[src/rtl/cbus_arbiter_if.sv]
// cbus request/response types and the bundle that carries the cache-side and
// memory-side cbus channels into the arbiter.
package cbus_pkg;

  // len encodes beats-1: MLEN1 is a single beat, MLEN4 is four beats.
  localparam logic [3:0] MLEN1 = 4'd0;
  localparam logic [3:0] MLEN2 = 4'd1;
  localparam logic [3:0] MLEN4 = 4'd3;
  localparam logic [3:0] MLEN8 = 4'd7;

  typedef struct packed {
    logic        valid;
    logic        is_write;
    logic [2:0]  size;
    logic [31:0] addr;
    logic [3:0]  strobe;
    logic [31:0] data;
    logic [3:0]  len;
  } cbus_req_t;

  typedef struct packed {
    logic        ready;
    logic        last;
    logic [31:0] data;
  } cbus_resp_t;

endpackage

interface cbus_arbiter_if #(
  parameter int unsigned NUM_PORTS = 2
);
  import cbus_pkg::*;

  cbus_req_t  ireqs  [NUM_PORTS];
  cbus_resp_t iresps [NUM_PORTS];
  cbus_req_t  oreq;
  cbus_resp_t oresp;

  // slave: the arbiter; master: caches plus memory bus around it.
  modport slave  (input ireqs, input oresp, output iresps, output oreq);
  modport master (output ireqs, output oresp, input iresps, input oreq);

endinterface

[src/rtl/cbus_arbiter.sv]
// Round-robin arbiter sharing one off-chip cbus between NUM_PORTS cache ports; a granted
// port stays locked until its last-beat handshake, and burst length mismatches are flagged.
module cbus_arbiter
  import cbus_pkg::*;
#(
  parameter int unsigned NUM_PORTS = 2,
  parameter int unsigned CNT_BITS  = 4,
  localparam int unsigned SelW     = $clog2(NUM_PORTS)
) (
  input  logic            clk,
  input  logic            reset,
  cbus_arbiter_if.slave   bus,
  output logic [SelW-1:0] grant,
  output logic            busy,
  output logic            len_err
);

  localparam int unsigned CntW = CNT_BITS + 1;

  typedef enum logic {StIdle, StBusy} state_e;

  state_e              state_q, state_d;
  logic [SelW-1:0]     sel_q, sel_d;
  logic [SelW-1:0]     prio_q, prio_d;
  logic [CNT_BITS-1:0] cnt_q, cnt_d;
  logic                err_seen_q, err_seen_d;
  logic                len_err_d;

  logic [SelW-1:0]     idx;
  logic [SelW-1:0]     pick;
  logic                pick_vld;
  cbus_req_t           req_sel;
  logic [CntW-1:0]     cnt_ext, len_ext;

  assign req_sel = bus.ireqs[sel_q];
  assign cnt_ext = {1'b0, cnt_q};
  assign len_ext = CntW'(req_sel.len);

  // First valid port at or after prio, wrapping around.
  always_comb begin
    idx      = '0;
    pick     = '0;
    pick_vld = 1'b0;
    for (int unsigned k = 0; k < NUM_PORTS; k++) begin
      idx = SelW'((32'(prio_q) + k) % NUM_PORTS);
      if (!pick_vld && bus.ireqs[idx].valid) begin
        pick     = idx;
        pick_vld = 1'b1;
      end
    end
  end

  always_comb begin
    state_d    = state_q;
    sel_d      = sel_q;
    prio_d     = prio_q;
    cnt_d      = cnt_q;
    err_seen_d = err_seen_q;
    len_err_d  = 1'b0;
    bus.oreq   = '0;
    for (int unsigned i = 0; i < NUM_PORTS; i++) begin
      bus.iresps[i] = '0;
    end

    unique case (state_q)
      StIdle: begin
        if (pick_vld) begin
          state_d    = StBusy;
          sel_d      = pick;
          cnt_d      = '0;
          err_seen_d = 1'b0;
        end
      end
      StBusy: begin
        bus.oreq          = req_sel;
        bus.iresps[sel_q] = bus.oresp;
        if (bus.oresp.ready) begin
          if (cnt_q != '1) begin
            cnt_d = cnt_q + CNT_BITS'(1);
          end
          if (bus.oresp.last) begin
            state_d   = StIdle;
            prio_d    = (sel_q == SelW'(NUM_PORTS - 1)) ? '0 : sel_q + SelW'(1);
            // An overrun already reported this burst; do not flag it twice.
            len_err_d = (cnt_ext != len_ext) && !err_seen_q;
          end else if (cnt_ext == len_ext) begin
            len_err_d  = !err_seen_q;
            err_seen_d = 1'b1;
          end
        end
      end
      default: state_d = StIdle;
    endcase
  end

  always_ff @(posedge clk) begin
    if (reset) begin
      state_q    <= StIdle;
      sel_q      <= '0;
      prio_q     <= '0;
      cnt_q      <= '0;
      err_seen_q <= 1'b0;
      len_err    <= 1'b0;
    end else begin
      state_q    <= state_d;
      sel_q      <= sel_d;
      prio_q     <= prio_d;
      cnt_q      <= cnt_d;
      err_seen_q <= err_seen_d;
      len_err    <= len_err_d;
    end
  end

  assign busy  = (state_q == StBusy);
  assign grant = busy ? sel_q : '0;

endmodule

[src/flat_wrapper.sv]
// flat-port wrapper written by rule: the top's interface ports become plain ports
module cbus_arbiter_flat import cbus_pkg::*;
#(
  parameter int unsigned NUM_PORTS = 2,
  parameter int unsigned CNT_BITS  = 4,
  localparam int unsigned SelW     = $clog2(NUM_PORTS)
)
  (clk, reset, grant, busy, len_err, bus_ireqs, bus_oresp, bus_iresps, bus_oreq);
  cbus_arbiter_if #(.NUM_PORTS(NUM_PORTS)) bus_i ();
  input  logic clk;
  input  logic reset;
  output logic [SelW-1:0] grant;
  output logic busy;
  output logic len_err;
  input wire logic [$bits(bus_i.ireqs)-1:0] bus_ireqs;
  input wire logic [$bits(bus_i.oresp)-1:0] bus_oresp;
  output wire logic [$bits(bus_i.iresps)-1:0] bus_iresps;
  output wire logic [$bits(bus_i.oreq)-1:0] bus_oreq;
  assign bus_i.ireqs = {>>{bus_ireqs}};
  assign bus_i.oresp = bus_oresp;
  assign bus_iresps = {>>{bus_i.iresps}};
  assign bus_oreq = bus_i.oreq;
  cbus_arbiter #(.NUM_PORTS(NUM_PORTS), .CNT_BITS(CNT_BITS)) u_core (.clk(clk), .reset(reset), .bus(bus_i), .grant(grant), .busy(busy), .len_err(len_err));
endmodule
[config.mk]
export PLATFORM = sky130hd
export DESIGN_NAME = cbus_arbiter_flat
export DESIGN_NICKNAME = d
export VERILOG_FILES = /design/src/rtl/cbus_arbiter_if.sv /design/src/rtl/cbus_arbiter.sv /design/src/flat_wrapper.sv
export SDC_FILE = /design/constraint.sdc
export NUM_CORES = 1
export LEC_CHECK = 0
export ABC_CLOCK_PERIOD_IN_PS = 1250
export BUFFER_PORTS_ARGS = -buffer_cell sky130_fd_sc_hd__buf_2
export CAP_MARGIN = 25
export CORE_AREA = 3 3 129 131
export DETAILED_ROUTE_END_ITERATION = 10
export DIE_AREA = 0 0 132 134
export MAX_ROUTING_LAYER = met4
export SETUP_SLACK_MARGIN = 0.02
export SLEW_MARGIN = 25
export SYNTH_ARGS = -nofsm -noshare
export SYNTH_HDL_FRONTEND = slang
export SYNTH_SLANG_ARGS = --single-unit
[constraint.sdc]
create_clock -name clk -period 1.25 [get_ports clk]
set_input_delay 0.125 -clock clk [delete_from_list [all_inputs] [get_ports clk]]
set_output_delay 0.125 -clock clk [all_outputs]
set_load 0.005 [all_outputs]
==> impl_metrics.json <==
{
  "io_pins": 338,
  "track_usage": 0.1234,
  "synth.distinct_cells": 32,
  "dp_hpwl_um": 9891,
  "drive_gt1_frac": 0.6211,
  "tightestPinTransition_ns": 0.3227,
  "dominantRegCellSynth": "dfxtp_1",
  "worstPathArrival_ns": 1.69,
  "synthesis.area_um2": 2107,
  "drcViolationCount": 0,
  "setup_violations": 149,
  "holdBufCountCts": 0,
  "drtAntennaViolNets": 0,
  "overflow": 0,
  "cp-start-kind": "register",
  "vias_per_cell": 4.008,
  "holdWs_ns": 0.1914,
  "violations": "negative setup slack",
  "hold_path_class": "input port to register",
  "vdd_drop_max_mv": 0.4150,
  "clk_latency_ns": 0.24,
  "syn_nets": 500,
  "slew_viol_final": 0,
  "grt_max_degree": 33,
  "die_w_um": 132,
  "num_antenna_cells": 0,
  "initial_utilization": 0.1341,
  "clockRootBuffer": "clkbuf_16",
  "maxCapViolCount": 0,
  "leakagePower_nw": 2.679,
  "core-area_um2": 15710,
  "io_buffers": 337,
  "fp.dieArea_um2": 17690,
  "nets": 857,
  "synth_edf_count": 0,
  "drt-total-wl_um": 12390,
  "slew_headroom": 0.7793,
  "route.vias.total": 3531,
  "route.detailed.wl_per_inst_um": 14.07,
  "yosysWarnings": 0,
  "rsz0062_at_grt": "yes",
  "period_needed_ns": 1.536,
  "place_area_um2": 4269,
  "final_area_um2": 4761,
  "async_flop_share": 0,
  "clkSinkCount": 9,
  "cts_buffers": 3,
  "finalHoldViolations": 0,
  "netlist_instances": 309,
  "fp.dieH_um": 134,
  "critPathRequiredTime_ns": 1.41,
  "critPathKind": "register to register",
  "grt_antenna_before_repair": 0,
  "status": "finished with violations",
  "dpl_worst_slack_ns": -0.1787,
  "yosysSeqAreaShare": 0.08551,
  "fin_skew_ns": 0.0009283,
  "cts_tree": "built",
  "clk_pin_slew_ns": 0.04,
  "avgSynthCellArea_um2": 6.819,
  "fin_util": 0.3030,
  "ff2ff_setup_slack_ns": -0.29,
  "first_iter_violations": 139,
  "pwr_density_cell_nw_per_um2": 519.5,
  "rows": 46,
  "ctsHtreeMaxLevel": 1,
  "grt_pass1_wl_um": 17550,
  "cp_max_fo": 5,
  "place_congestion": 0.7907,
  "end_kind": "register",
  "fin_crit_sh": 1.229,
  "setup_slack_ns": -0.2862,
  "clockBufferDepth": 2,
  "syn2layout_area_growth_pct": 126.0,
  "ys_ff_latch": 9,
  "dr.pass1.iters": 5,
  "first_global_vias": 3293,
  "fmaxAchievable_mhz": 650.9
}
## sequential cells by signal (all words and copies together), names as in the netlist
register,cells
u_core.prio_q,1
u_core.cnt_q,4
u_core.sel_q,1
u_core.err_seen_q,1
u_core.busy,1
u_core.len_err,1
## cells in the final DEF (no fill, tap or decap), drive strengths merged
cell       n
a2111oi    2
a211oi     1
a21boi     1
a21oi      3
a22o       1
a31oi      2
and2      35
and3      35
and3b      1
buf      381
clkbuf     6
dfxtp      9
ha         1
inv        3
mux2i     78
nand2      5
nand2b     1
nand3      2
nand4      2
nor2      82
nor3       4
nor3b      1
nor4       2
o211ai     1
o21ai      2
xnor2      4
## Yosys cell counts (2+ instances only)
cell | number | area share
nand3_1 | 2 | 0.0048
and3_1 | 35 | 0.10
mux2i_1 | 77 | 0.37
and2_1 | 35 | 0.10
a2111oi_0 | 2 | 0.0083
o21ai_0 | 2 | 0.0048
dfxtp_1 | 9 | 0.086
a31oi_1 | 2 | 0.0059
nand4_1 | 2 | 0.0059
nor2_1 | 82 | 0.15
inv_1 | 2 | 0.0036
xnor2_1 | 4 | 0.017
nor3_1 | 3 | 0.0071
nand2_1 | 5 | 0.0089
clkbuf_1 | 20 | 0.036
a21oi_1 | 3 | 0.0071
buf_2 | 9 | 0.021
## cells by family (layout without fill, tap and decap cells)
family / count (synthesis) / after routing / synth area share
AND/OR/NAND/NOR: 170 / 170 / 0.4092
multiplexers: 78 / 78 / 0.3723
buffers and inverters: 34 / 390 / 0.06947
AO/OA/AOI/OAI: 13 / 13 / 0.04098
flip-flops: 9 / 9 / 0.08551
XOR/XNOR: 4 / 4 / 0.01663
adder cells (fa/ha/maj): 1 / 1 / 0.005937
## worst paths after layout
path | startpoint | end | cells after the start
max | u_core.sel_q | u_core.len_err | 5
min | reset | u_core.sel_q | 2
max reg2reg | u_core.sel_q | u_core.len_err | 5
min reg2reg | u_core.err_seen_q | u_core.err_seen_q | 1
## power by group
part           leakage, nW  internal [W]  total [W]  switching (W)
Combinational         2.57      0.000874    0.00158       0.000707
Sequential          0.0745      0.000297   0.000310      0.0000125
Clock               0.0382      0.000428   0.000583       0.000155
Total                 2.68       0.00160    0.00247       0.000874
## final cells by class
cell class,instances,area (um2)
Clock buffer,4,78.83
Fill cell,1728,10950
Inverter,3,13.76
Multi-Input combinational cell,266,1947
Sequential cell,9,187.7
Tap cell,216,270.3
Timing Repair Buffer,383,2263
## routing by layer
| layer | vias up | part of all wire | global-route usage |
|---|---|---|---|
| met3 | 5 | 0.077 | 0.02213 |
| met5 | - | 0 | - |
| met2 | 172 | 0.51 | 0.2223 |
| li1 | 1770 | - | - |
| met4 | 0 | 0.0043 | 0.01575 |
| met1 | 1584 | 0.41 | 0.1478 |
## stage by stage
stage	std cells	total power [W]	TNS, ns
floorplan	309	0.0009204	-2.421
global placement	862	0.001686	-7.884
detailed placement	862	0.001693	-8.280
CTS	870	0.002392	-25.31
global route	881	0.002637	-33.85
finish	881	0.002473	-24.78
## worst max-delay path, cell delays in order (launching register included)
cell and delay [ns]:
dfxtp_4 0.39, buf_12 0.14, mux2i_4 0.25, xnor2_2 0.10, nor4_4 0.31, mux2i_1 0.25
## timing repair
item | in CTS | in global routing
resized for setup | 30 | 20
endpoints found under the setup margin | 151 | 150
setup buffers | 3 | 8
cloned | 1 | 3
pin swaps | 0 | 5
(Power assumes the default switching activity.)
